`config.mk`:
```
export PLATFORM = sky130hd
export DESIGN_NAME = spike_rate_encoder_flat
export DESIGN_NICKNAME = d
export VERILOG_FILES = /design/src/rtl/spike_rate_encoder_if.sv /design/src/rtl/spike_rate_encoder.sv /design/src/flat_wrapper.sv
export SDC_FILE = /design/constraint.sdc
export NUM_CORES = 1
export LEC_CHECK = 0
export ABC_CLOCK_PERIOD_IN_PS = 2400
export BUFFER_PORTS_ARGS = -buffer_cell sky130_fd_sc_hd__buf_2
export CAP_MARGIN = 30
export CELL_PAD_IN_SITES_DETAIL_PLACEMENT = 0
export CELL_PAD_IN_SITES_GLOBAL_PLACEMENT = 1
export CORE_ASPECT_RATIO = 0.8
export CORE_MARGIN = 1
export CORE_UTILIZATION = 45
export CTS_CLUSTER_DIAMETER = 80
export DETAILED_ROUTE_END_ITERATION = 7
export PLACE_DENSITY = 0.93
export SYNTH_ARGS = -nofsm -noshare
export SYNTH_HDL_FRONTEND = slang
export SYNTH_SLANG_ARGS = --single-unit
export TNS_END_PERCENT = 30
```
`constraint.sdc`:
```
create_clock -name clk -period 2.4 [get_ports clk]
set_input_delay 0.12 -clock clk [delete_from_list [all_inputs] [get_ports clk]]
set_output_delay 0.12 -clock clk [all_outputs]
set_load 0.02 [all_outputs]
```
`src/rtl/spike_rate_encoder_if.sv`:
```
// Handshake bundle between a frame source / spike consumer and the rate encoder.
// The encoder takes the slave view; the frame source and spike sink share the master view.
interface spike_rate_encoder_if #(
  parameter int N_CH    = 8,
  parameter int VAL_W   = 8,
  parameter int T_STEPS = 16
);
  localparam int SW = (T_STEPS > 1) ? $clog2(T_STEPS) : 1;

  logic                    in_valid;
  logic                    in_ready;
  logic [N_CH*VAL_W-1:0]   in_data;
  logic [N_CH-1:0]         spike_out;
  logic                    out_valid;
  logic                    out_ready;
  logic [SW-1:0]           step_idx;
  logic                    done;

  modport master (
    output in_valid, in_data, out_ready,
    input  in_ready, spike_out, out_valid, step_idx, done
  );

  modport slave (
    input  in_valid, in_data, out_ready,
    output in_ready, spike_out, out_valid, step_idx, done
  );
endinterface

```
`src/rtl/spike_rate_encoder.sv`:
```
// Sigma-delta rate encoder: one accepted frame of intensities is replayed as T_STEPS spike vectors.
// Step 0 is presented the cycle after acceptance; steps hold under out_ready low; done pulses once at the end.
module spike_rate_encoder #(
  parameter int N_CH    = 8,
  parameter int VAL_W   = 8,
  parameter int T_STEPS = 16
) (
  input  logic                 clk,
  input  logic                 rstn,
  spike_rate_encoder_if.slave  bus
);
  localparam int SW = (T_STEPS > 1) ? $clog2(T_STEPS) : 1;
  localparam logic [SW-1:0] LAST_STEP = SW'(T_STEPS - 1);

  typedef enum logic [1:0] {
    S_IDLE,
    S_RUN,
    S_DONE
  } state_t;

  state_t                       state;
  logic [N_CH-1:0][VAL_W-1:0]   intens;
  logic [N_CH-1:0][VAL_W-1:0]   acc;
  logic [N_CH-1:0][VAL_W:0]     sum;
  logic [N_CH-1:0]              spike_q;
  logic [SW-1:0]                step_q;

  // One extra bit per channel: the carry out of the accumulator is the spike.
  always_comb begin
    sum = '0;
    for (int i = 0; i < N_CH; i++) begin
      sum[i] = {1'b0, acc[i]} + {1'b0, intens[i]};
    end
  end

  always_ff @(posedge clk) begin
    if (!rstn) begin
      state   <= S_IDLE;
      intens  <= '0;
      acc     <= '0;
      spike_q <= '0;
      step_q  <= '0;
    end else begin
      case (state)
        S_IDLE: begin
          if (bus.in_valid) begin
            // Accumulator starts at 0+I, so step 0 can never carry.
            intens  <= bus.in_data;
            acc     <= bus.in_data;
            spike_q <= '0;
            step_q  <= '0;
            state   <= S_RUN;
          end
        end
        S_RUN: begin
          if (bus.out_ready) begin
            if (step_q == LAST_STEP) begin
              spike_q <= '0;
              step_q  <= '0;
              state   <= S_DONE;
            end else begin
              for (int i = 0; i < N_CH; i++) begin
                acc[i]     <= sum[i][VAL_W-1:0];
                spike_q[i] <= sum[i][VAL_W];
              end
              step_q <= step_q + SW'(1);
            end
          end
        end
        S_DONE: begin
          state <= S_IDLE;
        end
        default: begin
          state <= S_IDLE;
        end
      endcase
    end
  end

  assign bus.in_ready  = (state == S_IDLE);
  assign bus.out_valid = (state == S_RUN);
  assign bus.done      = (state == S_DONE);
  assign bus.spike_out = spike_q;
  assign bus.step_idx  = step_q;

endmodule

```
`src/flat_wrapper.sv`:
```
// flat-port wrapper written by rule: the top's interface ports become plain ports
module spike_rate_encoder_flat 
#(
  parameter int N_CH    = 8,
  parameter int VAL_W   = 8,
  parameter int T_STEPS = 16
)
  (clk, rstn, bus_in_valid, bus_in_data, bus_out_ready, bus_in_ready, bus_spike_out, bus_out_valid, bus_step_idx, bus_done);
  spike_rate_encoder_if #(.N_CH(N_CH), .VAL_W(VAL_W), .T_STEPS(T_STEPS)) bus_i ();
  input  logic clk;
  input  logic rstn;
  input wire logic [$bits(bus_i.in_valid)-1:0] bus_in_valid;
  input wire logic [$bits(bus_i.in_data)-1:0] bus_in_data;
  input wire logic [$bits(bus_i.out_ready)-1:0] bus_out_ready;
  output wire logic [$bits(bus_i.in_ready)-1:0] bus_in_ready;
  output wire logic [$bits(bus_i.spike_out)-1:0] bus_spike_out;
  output wire logic [$bits(bus_i.out_valid)-1:0] bus_out_valid;
  output wire logic [$bits(bus_i.step_idx)-1:0] bus_step_idx;
  output wire logic [$bits(bus_i.done)-1:0] bus_done;
  assign bus_i.in_valid = bus_in_valid;
  assign bus_i.in_data = bus_in_data;
  assign bus_i.out_ready = bus_out_ready;
  assign bus_in_ready = bus_i.in_ready;
  assign bus_spike_out = bus_i.spike_out;
  assign bus_out_valid = bus_i.out_valid;
  assign bus_step_idx = bus_i.step_idx;
  assign bus_done = bus_i.done;
  spike_rate_encoder #(.N_CH(N_CH), .VAL_W(VAL_W), .T_STEPS(T_STEPS)) u_core (.clk(clk), .rstn(rstn), .bus(bus_i));
endmodule
```
; After elaboration in Yosys (flattened, before gate mapping)
; Index checks and enable logic that the tools add are counted.
[totals]
regBits = 142
n_memories = 0
latchBits = 0
rom_bits = 0
ramBits = 0
[op_classes]
n_reduce_logical = 6
bitwise_logic = 0
n_eq_ne = 7
n_div = 0
multipliers = 0
n_lt_le_gt_ge = 0
muxes = 16
shifts = 0
add_sub_neg = 9
[op_table]
columns = op, count
row1 = $mux W64, 3
row2 = $pmux W64 S2, 1
row3 = $add A8 B8 Y9, 8
row4 = $mux W8, 3
row5 = $pmux W8 S2, 1
row6 = $mux W4, 3
row7 = $pmux W4 S2, 1
row8 = $mux W2, 3
row9 = $ne A2 B2 Y1 const B, 3
row10 = $reduce_and A3 Y1, 2
row11 = $add A4 B1 Y4 const B, 1
row12 = $eq A4 B4 Y1 const B, 1
row13 = $pmux W2 S2, 1
row14 = $reduce_and A4 Y1, 1
row15 = $eq A2 B1 Y1 const B, 1
row16 = $eq A2 B2 Y1 const B, 1
row17 = $logic_not A2 Y1, 1
row18 = $ne A2 B1 Y1 const B, 1
row19 = $reduce_and A2 Y1, 1
row20 = $reduce_bool A2 Y1, 1

; Logic depth before layout (Yosys ltp)
; Gate-level depths: netlist (run 1).
[logic_depth]
word_depth = 4
mapped_depth = 8
ltp_nobuf = 8

; Least setup slack after synthesis (run 1)
; Ideal clock, no wire load.
[synth_timing]
kind = register -> register
startpoint = register u_core.acc[48] (netlist bit)
endpoint = register u_core.spike_q[6], in the netlist u_core.bus.spike_out[6]
slack_ps = 547
path_stages_with_launch = 8
synth_period_minus_slack_ps = 1853
t_arrival_ps = 1734
n_path_buf = 0
cell_sequence = dfxtp_1 -> ha_1 -> fa_1 -> a211oi_1 -> o21ai_0 -> a21o_1 -> a21oi_1 -> o21ai_1
[synth_between]
elab_chain_len = 4
[synth_rtl]
columns = element, line_no
row1 = "start, declared", spike_rate_encoder.sv:23  ; logic [N_CH-1:0][VAL_W-1:0] acc;
row2 = "start signal, assigned", spike_rate_encoder.sv:49  ; acc <= bus.in_data;
row3 = "start signal, assigned by index", spike_rate_encoder.sv:63  ; acc[i] <= sum[i][VAL_W-1:0];
row4 = $add A8 B8 Y9, spike_rate_encoder.sv:32  ; sum[i] = {1'b0, acc[i]} + {1'b0, intens[i]};
row5 = $mux W8, spike_rate_encoder.sv:57  ; if (step_q == LAST_STEP) begin
row6 = $mux W8, spike_rate_encoder.sv:56  ; if (bus.out_ready) begin
row7 = $pmux W8 S2, spike_rate_encoder.sv:44  ; case (state)
row8 = "end signal, assigned by index", spike_rate_encoder.sv:64  ; spike_q[i] <= sum[i][VAL_W];
row9 = "end, declared", spike_rate_encoder.sv:25  ; logic [N_CH-1:0] spike_q;
; No other way between the ends. The select of a mux whose other input is x is not followed.
; A chain may end at the register's enable or synchronous reset.

; Worst setup path after layout (run 1)
[layout_timing]
startpoint = register u_core.state[0]
endpoint = output port bus_out_valid
[layout_between]
elab_chain_len = 1
[layout_rtl]
columns = element, line_no
row1 = "start, declared", spike_rate_encoder.sv:21  ; state_t state;
row2 = "start signal, assigned", spike_rate_encoder.sv:38  ; state <= S_IDLE;
row3 = "start signal, assigned", spike_rate_encoder.sv:52  ; state <= S_RUN;
row4 = "start signal, assigned", spike_rate_encoder.sv:60  ; state <= S_DONE;
row5 = $eq A2 B1 Y1, spike_rate_encoder.sv:81  ; assign bus.out_valid = (state == S_RUN);
row6 = "end, declared", flat_wrapper.sv:17  ; output wire logic [$bits(bus_i.out_valid)-1:0] bus_out_valid;
; No other way between the ends.

==> results.py, run 1 <==
metrics = {
    "timing": {
        "drv_slew": 0,
        "maxSlewHeadroom_pct": 64.0,
        "worstMarginPinSlew_ps": 540,
        "rsz0062_at_grt": "no",
        "finalCritPeriodShare_pct": 91.2,
        "setup-tns-final_ps": 0,
        "finalCriticalPeriod_ps": 2190,
        "final-hold-violation-count": 0,
        "finalSetupViolations": 0,
        "finClkSkew_ps": 6.86,
        "fmax_ghz": 0.457,
        "timing.hold.ws_ps": 88.6,
    },
    "grt": {
        "antenna_found_initial": 0,
        "grt_usage_pct": 23.3,
        "grt_pass1_wl_mm": 33.7,
        "grt_max_degree": 77,
        "grt_pass1_vias": 6785,
        "grt_remaining_overflow": 0,
    },
    "yosys": {
        "synthCells": 977,
        "synth-edff-count": 0,
        "syn-cell-area_sq_um": 8040,
        "syn_nets": 1118,
        "async_flop_share_pct": 0,
        "yosysMostFrequentCell": "nand2_1",
        "ys.flop_type": "dfxtp_1",
        "synth.area.top_cells": "dfxtp_1, nand2_1, ha_1, a21boi_0, a21oi_1",
        "synth_cell_type_count": 42,
        "synth_top_area_share_pct": 35.3,
        "yosys_warnings": 0,
        "yosysSeqAreaShare_pct": 35.3,
        "syn_avg_cell_area_sq_um": 8.23,
        "synth_top_cell_by_area": "dfxtp_1",
        "synth_common_cells": "nand2_1, dfxtp_1, a21oi_1",
        "ys_ff_latch": 142,
    },
    "setup_path": {
        "critPathMaxStageDelay_ps": 510,
        "path_max_fanout": 18,
        "slowest_stage": "dfxtp_1",
        "cp.arrival_ps": 2070,
        "end_kind": "primary output",
        "path_cells": "nand2b_2, inv_2, buf_4, buf_2",
        "path_class": "reg2out",
        "worstPathRequired_ps": 2280,
        "critPathLaunchType": "flop",
    },
    "clock_network": {
        "cts_buffers": 17,
        "cts_tree": "yes",
        "cts_resized": 0,
        "cts_max_path_buffers": 2,
        "numClockSinks": 142,
        "clkLatencyLatePin_ps": 420,
        "cts.root.buffer_cell": "clkbuf_16",
        "htree_levels": 4,
        "cts_hold_buf": 65,
        "post_cts_buffers": 0,
        "path_clk_slew_ps": 60,
    },
    "die": {
        "die_area_sq_um": 18400,
        "io_pins": 83,
        "num_rows": 43,
        "core_sq_um": 17400,
        "die_h_um": 122,
        "die_w_um": 151,
        "start_util_pct": 46.1,
    },
    "drt": {
        "drc": 0,
        "drt_first_pass_iters": 5,
        "drt-wirelength-per-cell_um": 15.4,
        "viasPerCell": 5.44,
        "ant_nets": 0,
        "route.vias.total": 7274,
        "routed_wl_mm": 20.6,
        "first_iter_violations": 420,
    },
    "layout": {
        "num-nets-final": 1241,
        "final_core_util_pct": 57.0,
        "n_antenna_cell": 0,
        "drive_above_1_share_pct": 12.2,
        "area_growth_pct": 23.6,
    },
    "pwr": {
        "power_density_nw_per_um2": 658,
        "power_uw": 6540,
        "cellLeakagePower_uw": 0.00453,
        "power.share.combinational_pct": 18.5,
        "p_clk_share_pct": 41.0,
        "internal_power_uw": 4760,
        "sequentialPowerShare_pct": 40.5,
        "p_sw_uw": 1780,
        "switching_share_pct": 27.2,
        "vdd_drop_max_mv": 0.487,
    },
    "hold_path": {
        "hp-class": "in2reg",
    },
    "run_status": {
        "status": "finished clean",
    },
    "run": {
        "cap_viol_max_count": 0,
    },
    "placement": {
        "place.gp.congestion": 0.832,
        "dp_hpwl_mm": 13.0,
        "portBuffers": 82,
    },
}
==> sequential cells by signal, summed over array words and instances (netlist names) <==
signal and cells:
u_core.acc 64, u_core.state 2, u_core.bus.step_idx 4, u_core.bus.spike_out 8, u_core.intens 64
==> cells by family (layout without fill, tap and decap cells) <==
kind of cell,after synthesis,in the layout,synth area share (%)
buffers and inverters,63,198,3.33
flip-flops,142,142,35.3
AO/OA/AOI/OAI,349,349,29.2
XOR/XNOR,37,37,4.03
adder cells (fa/ha/maj),73,73,12.1
AND/OR/NAND/NOR,313,313,15.9
==> final cells by class <==
cell class              instances  area (sq um)
inverters                       4          15.0
fillers                      1614          7490
well taps                     225           282
clock buffers                  25           515
clock inverters                 6          80.1
multi-input cells             772          4950
flip-flops and latches        142          2840
repair buffers                163          1260
==> stage by stage <==
| stage | std cells | setup slack (ps) | cell area, sq um |
|---|---|---|---|
| detailed placement | 1241 | 407 | 8700 |
| global placement | 1241 | 449 | 8700 |
| finish | 1337 | 212 | 9940 |
| floorplan | 977 | 547 | 8040 |
| CTS | 1337 | 202 | 9940 |
| global route | 1337 | 16.9 | 9940 |
==> layer usage <==
layer  wire, um  up-vias  share of wire, %  track usage, %
met5          0        -                 0               0
met3       1030       19               5.0            4.42
li1           -     3733                 -               -
met2       8930      168                43            35.4
met4        217        0               1.1            6.13
met1      10400     3354                51            33.5
==> power by group through the flow <==
| stage | clock network (uW) | registers [uW] | logic (uW) |
|---|---|---|---|
| global route | 2820 | 2670 | 1350 |
| global placement | 0 | 2690 | 1100 |
| detailed placement | 0 | 2690 | 1110 |
| finish | 2680 | 2650 | 1210 |
| floorplan | 0 | 2670 | 819 |
| CTS | 2710 | 2650 | 1210 |
==> layout by cell type (no fill, tap or decap), drive strengths merged, types with 3 or more instances in the layout <==
master         n
nand2        228
dfxtp        142
buf           98
a21boi        74
a21oi         71
ha            65
dlygate4sd3   65
o21ai         60
o211ai        46
nor2          29
nand3         28
a21o          27
xor2          26
clkbuf        25
a211oi        24
o211a         17
xnor2         11
a2bb2oi        8
a31oi          8
fa             8
nand4          7
a41o           4
nor2b          4
or2            4
o21bai         4
clkinv         4
inv            4
and3           3
and2           3
==> critical path: cells and delay by family, from the launching register on <==
kind | cells | cell delay, ps
flip-flops | 1 | 510
AND/OR/NAND/NOR | 1 | 270
buffers and inverters | 3 | 860
==> worst paths after layout <==
kind                            cells past startpoint         endpoint  slack, ps                    from
worst max register to register                      6   u_core.acc[18]        380  u_core.bus.step_idx[0]
worst min register to register                      2   u_core.acc[50]        460          u_core.acc[50]
worst max-delay path                                4    bus_out_valid        210         u_core.state[0]
worst min-delay path                                3  u_core.state[0]         90            bus_in_valid
No activity file was read; power rests on OpenSTA's default activity.
==> run 2: changes to the inputs <==
ABC_AREA = 1   (was default)
CORE_UTILIZATION = 43   (was 45)
==> run 2 against run 1 <==
Combinational power rose by 37%. Global-route usage fell by 0.96 points. Count of clock-buffer cells in the layout fell by 6. Sequential power rose by 4%. Non-clock buffer count fell by 6. Cell count rose by 17%. Critical path depth rose by 4. Clock skew rose by 0.66 ps. Core utilization fell by 2.6 points.
==> results.py, run 2 <==
metrics = {
    "run_status": {
        "status": "finished clean",
    },
    "yosys": {
        "yosysSeqAreaShare_pct": 35.2,
        "synth.area.top_cells": "dfxtp_1, nand2_1, ha_1, a21oi_1, nor2_1",
        "synth_cell_type_count": 32,
        "synth_top_area_share_pct": 35.2,
        "synthCells": 1172,
        "async_flop_share_pct": 0,
        "yosysMostFrequentCell": "nand2_1",
        "ys_ff_latch": 142,
        "syn_nets": 1313,
        "ys.flop_type": "dfxtp_1",
        "yosys_warnings": 0,
        "synth-edff-count": 0,
        "syn_avg_cell_area_sq_um": 6.90,
        "synth_top_cell_by_area": "dfxtp_1",
        "synth_common_cells": "nand2_1, nor2_1, a21oi_1",
        "syn-cell-area_sq_um": 8080,
    },
    "clock_network": {
        "cts_buffers": 17,
        "post_cts_buffers": 0,
        "cts_resized": 0,
        "cts_max_path_buffers": 2,
        "numClockSinks": 142,
        "cts_tree": "yes",
        "clkLatencyLatePin_ps": 420,
        "path_clk_slew_ps": 60,
        "cts.root.buffer_cell": "clkbuf_16",
        "htree_levels": 4,
    },
    "layout": {
        "final_common_cell": "nand2_1",
        "mostFrequentLayoutCells": "nand2_1, nor2_1, a21oi_1, dfxtp_1, o21ai_0",
        "num-nets-final": 1435,
        "area_growth_pct": 23.0,
        "n_antenna_cell": 0,
        "drive_above_1_share_pct": 10.6,
    },
    "pwr": {
        "cellLeakagePower_uw": 0.00472,
        "vdd_drop_max_mv": 0.375,
        "p_sw_uw": 2170,
        "power_density_nw_per_um2": 721,
        "sequentialPowerShare_pct": 38.3,
        "p_clk_share_pct": 38.6,
        "power_uw": 7170,
        "switching_share_pct": 30.2,
        "internal_power_uw": 5010,
        "power.share.combinational_pct": 23.1,
    },
    "drt": {
        "drt-wirelength-per-cell_um": 13.5,
        "first_iter_violations": 491,
        "route.vias.total": 7811,
        "drc": 0,
        "viasPerCell": 5.01,
        "ant_nets": 0,
        "routed_wl_mm": 21.1,
        "drt_first_pass_iters": 5,
    },
    "placement": {
        "dp_hpwl_mm": 13.7,
        "portBuffers": 82,
        "place.gp.congestion": 0.810,
    },
    "timing": {
        "drv_slew": 0,
        "maxSlewHeadroom_pct": 54.3,
        "finalCritPeriodShare_pct": 80.8,
        "finalCriticalPeriod_ps": 1940,
        "worstMarginPinSlew_ps": 686,
        "fmax_ghz": 0.516,
        "finalSetupViolations": 0,
        "setup-tns-final_ps": 0,
        "finClkSkew_ps": 7.52,
        "rsz0062_at_grt": "no",
        "final-hold-violation-count": 0,
    },
    "hold_path": {
        "min_path_cells": 3,
        "hp-class": "in2reg",
    },
    "die": {
        "die_w_um": 155,
        "num_rows": 44,
        "core_sq_um": 18300,
        "start_util_pct": 44.2,
        "io_pins": 83,
        "die_h_um": 125,
        "die_area_sq_um": 19400,
    },
    "grt": {
        "grt_max_degree": 59,
        "antenna_found_initial": 0,
        "grt_pass1_wl_mm": 34.8,
        "grt_pass1_vias": 7142,
        "grt_remaining_overflow": 0,
        "grt_usage_pct": 22.3,
    },
    "setup_path": {
        "path_max_fanout": 58,
        "end_kind": "flop",
        "path_cells": "nor2_2, nand2_4, nand2_4, o21ai_4, buf_4, a21oi_1, nand2_1, a21oi_1",
        "cp.arrival_ps": 2210,
        "path_class": "reg2reg",
        "slowest_stage": "buf_4",
        "reg2reg_depth": 8,
        "worstPathRequired_ps": 2670,
        "critPathLaunchType": "flop",
        "critPathMaxStageDelay_ps": 580,
    },
    "run": {
        "cap_viol_max_count": 0,
    },
}
-- run 2: cell types whose count changed in the layout (fill, tap and decap cells not counted), sizes merged, moves of 18 or more --
cell    change
a21boi     -74
o211ai     -46
o21ai      +77
a211oi     -23
nand2      +25
nand3      +25
inv        +81
a21oi      +74
nor2      +146
xor2       -18
a21o       -27
-- run 2: power by group through the flow --
stage	Sequential, uW	Clock [uW]	Combinational (uW)
2_1_floorplan	2760	0	1190
3_5_place_dp	2790	0	1580
5_1_grt	2780	2930	1900
3_3_place_gp	2790	0	1540
4_1_cts	2750	2810	1660
6_report	2750	2770	1660
-- run 2: cell families (layout without fill, tap and decap cells) --
| group | count (synthesis) | count (layout) | synth area share (%) |
|---|---|---|---|
| xor gates and xnor gates | 9 | 9 | 0.975 |
| DFF | 142 | 142 | 35.2 |
| adders and majority gates | 73 | 73 | 12.0 |
| buffers and inverters | 140 | 274 | 7.12 |
| AOI/OAI and AO/OA | 315 | 315 | 20.3 |
| and+or+nand+nor | 493 | 493 | 24.4 |
-- run 2: critical path: cells and delay by family (launching register included) --
family / cells / cell delay [ps]
compound gates: 3 / 240
buf+inv: 1 / 580
flops: 1 / 410
simple gates: 4 / 540
-- run 2: through the flow --
step,cell area [sq um],setup slack [ps],hold WS [ps],std cells,util [%]
floorplan,8080,716,248,1172,-
global placement,8740,514,374,1469,47.8
finish,9940,461,24.0,1559,54.4
global route,9940,286,30.0,1559,54.4
CTS,9940,473,0.617,1559,54.4
detailed placement,8740,480,382,1469,47.8
-- run 2: final cells by class --
| type | count | area (sq um) |
|---|---|---|
| Multi-Input combinational cell | 890 | 4680 |
| Tap cell | 253 | 317 |
| Inverter | 86 | 323 |
| Clock inverter | 12 | 169 |
| Fill cell | 1834 | 8330 |
| Clock buffer | 19 | 443 |
| Sequential cell | 142 | 2840 |
| Timing Repair Buffer | 157 | 1170 |
-- run 2: timing repair --
item	CTS	global route
hold buffers	59	0
endpoints found under the hold margin	90	0
setup endpoints to repair	0	0
-- run 2: final timing paths --
check	slack [ps]	endpoint	startpoint
max	460	u_core.acc[47]	u_core.state[1]
min	20	u_core.intens[45]	bus_in_data[45]
max reg2reg	460	u_core.acc[47]	u_core.state[1]
min reg2reg	470	u_core.acc[37]	u_core.acc[37]
-- run 2: per-layer routing --
metal  up-vias  routed length (um)  GRT usage, %
li1       4137                   -             -
met1      3503               10800          31.5
met2       156                9180          35.1
met3        15                 927          3.90
met4         0                 194          5.42
met5         -                   0             0
==> run 3: changes to the inputs <==
ABC_CLOCK_PERIOD_IN_PS = 1980   (was 2400)
clock period = 1.98 ns   (was 2.4 ns; I/O delays follow)
==> run 3 against run 2 <==
Count of clock-buffer cells in the layout rose by 1. Critical path type is now reg2out. Setup slack lost 300 ps. Total power increased by 24%. Clock skew up 3.0 ps. Critical endpoint is now bus_out_valid.
==> results.py, run 3 (same netlist as run 2, synthesis figures left out) <==
metrics = {
    "grt": {
        "grt_max_degree": 63,
        "grt_remaining_overflow": 0,
        "grt_pass1_wl_mm": 34.8,
        "grt_pass1_vias": 7248,
        "grt_usage_pct": 22.4,
        "antenna_found_initial": 0,
    },
    "clock_network": {
        "cts_buffers": 17,
        "path_clk_slew_ps": 60,
        "cts_tree": "yes",
        "post_cts_buffers": 0,
        "numClockSinks": 142,
        "cts_max_path_buffers": 2,
        "clkLatencyLatePin_ps": 430,
        "htree_levels": 4,
        "cts.root.buffer_cell": "clkbuf_16",
    },
    "setup_path": {
        "critPathLaunchType": "flop",
        "critPathMaxStageDelay_ps": 400,
        "r2r_slack_ps": 220,
        "r2r-end": "u_core.acc[62]",
        "reg2reg_depth": 11,
        "worstPathRequired_ps": 1880,
        "startpoint": "u_core.state[0]",
        "path_cells": "inv_2, nor2_4, buf_4, buf_2",
        "path_class": "reg2out",
        "end_kind": "primary output",
        "slowest_stage": "dfxtp_1",
        "timing.rr.start": "u_core.intens[56]",
        "cp.arrival_ps": 1720,
        "path_max_fanout": 26,
    },
    "drt": {
        "drt-wirelength-per-cell_um": 13.5,
        "first_iter_violations": 400,
        "viasPerCell": 5.01,
        "route.vias.total": 7857,
        "ant_nets": 0,
        "drc": 0,
        "routed_wl_mm": 21.2,
        "drt_first_pass_iters": 5,
    },
    "layout": {
        "num-nets-final": 1444,
        "drive_above_1_share_pct": 10.9,
        "area_growth_pct": 24.4,
        "final_common_cell": "nand2_1",
        "n_antenna_cell": 0,
        "mostFrequentLayoutCells": "nand2_1, nor2_1, a21oi_1, dfxtp_1, o21ai_0",
        "final_cells": 1568,
    },
    "timing": {
        "drv_slew": 0,
        "finalCritPeriodShare_pct": 92.1,
        "finClkSkew_ps": 10.5,
        "worstMarginPinSlew_ps": 621,
        "rsz0062_at_grt": "no",
        "finalCriticalPeriod_ps": 1820,
        "final-hold-violation-count": 0,
        "fin_ws_ps": 157,
        "setup-tns-final_ps": 0,
        "maxSlewHeadroom_pct": 58.5,
        "fmax_ghz": 0.548,
        "finalSetupViolations": 0,
    },
    "pwr": {
        "vdd_drop_max_mv": 0.430,
        "cellLeakagePower_uw": 0.00477,
        "power_density_nw_per_um2": 886,
    },
    "hold_path": {
        "min_path_cells": 4,
        "hp-class": "in2reg",
        "holdPathEnd": "u_core.bus.step_idx[2]",
        "min-delay-start": "bus_out_ready",
    },
    "die": {
        "die_h_um": 125,
        "num_rows": 44,
        "core_sq_um": 18300,
        "die_w_um": 155,
        "start_util_pct": 44.2,
        "io_pins": 83,
        "die_area_sq_um": 19400,
    },
    "placement": {
        "place.gp.congestion": 0.816,
        "portBuffers": 82,
        "dp_slack_ps": 163,
        "dp_cells": 1473,
        "dp_hpwl_mm": 13.7,
    },
    "run": {
        "cap_viol_max_count": 0,
    },
    "run_status": {
        "status": "finished clean",
    },
}
[run 3: worst max-delay path by stage]
stage	slack, ps	depth (start not counted)	end
after floorplan	300	10	u_core.acc[62]
after global placement	190	11	u_core.acc[62]
after detailed placement	160	11	u_core.acc[62]
after CTS	130	10	u_core.acc[62]
after global routing	60	4	bus_out_valid
final	160	4	bus_out_valid
[run 3: power breakdown]
group	switching [uW]	internal, uW	total, uW
Combinational	1230	817	2040
Sequential	179	3150	3330
Clock	1250	2290	3540
Total	2650	6260	8910
[run 3: cell type report]
type | instances | area (sq um)
fillers | 1791 | 8220
multi-input cells | 890 | 4680
flip-flops and latches | 142 | 2840
repair buffers | 166 | 1250
clock buffers | 20 | 457
inverters | 86 | 323
well taps | 253 | 317
clock inverters | 11 | 189
[run 3: per-layer routing]
layer | vias to the layer above | part of all wire, % | global-route usage [%]
met1 | 3536 | 52 | 31.2
met2 | 149 | 43 | 35.2
met5 | - | 0 | 0
met3 | 18 | 3.7 | 4.42
met4 | 0 | 1.1 | 5.94
li1 | 4154 | - | -
[run 3: critical path, delay by kind of cell (launching register included)]
family                 cells  cell delay [ps]
buffers and inverters      3              680
DFF                        1              400
and+or+nand+nor            1              200
[run 3: per-stage QoR]
stage	area [sq um]	total power, uW	util (%)	hold WS, ps
6_report	10100	8910	55.0	93.6
2_1_floorplan	8080	4780	-	227
4_1_cts	10100	8950	55.0	72.6
5_1_grt	10100	9410	55.0	108
3_3_place_gp	8770	5280	48.0	357
3_5_place_dp	8770	5310	48.0	365
[run 3: repair_timing]
action / in CTS / in global routing
endpoints found under the setup margin: 0 / 1
endpoints found under the hold margin: 109 / 0
resized for setup: 0 / 1
hold buffers: 64 / 0
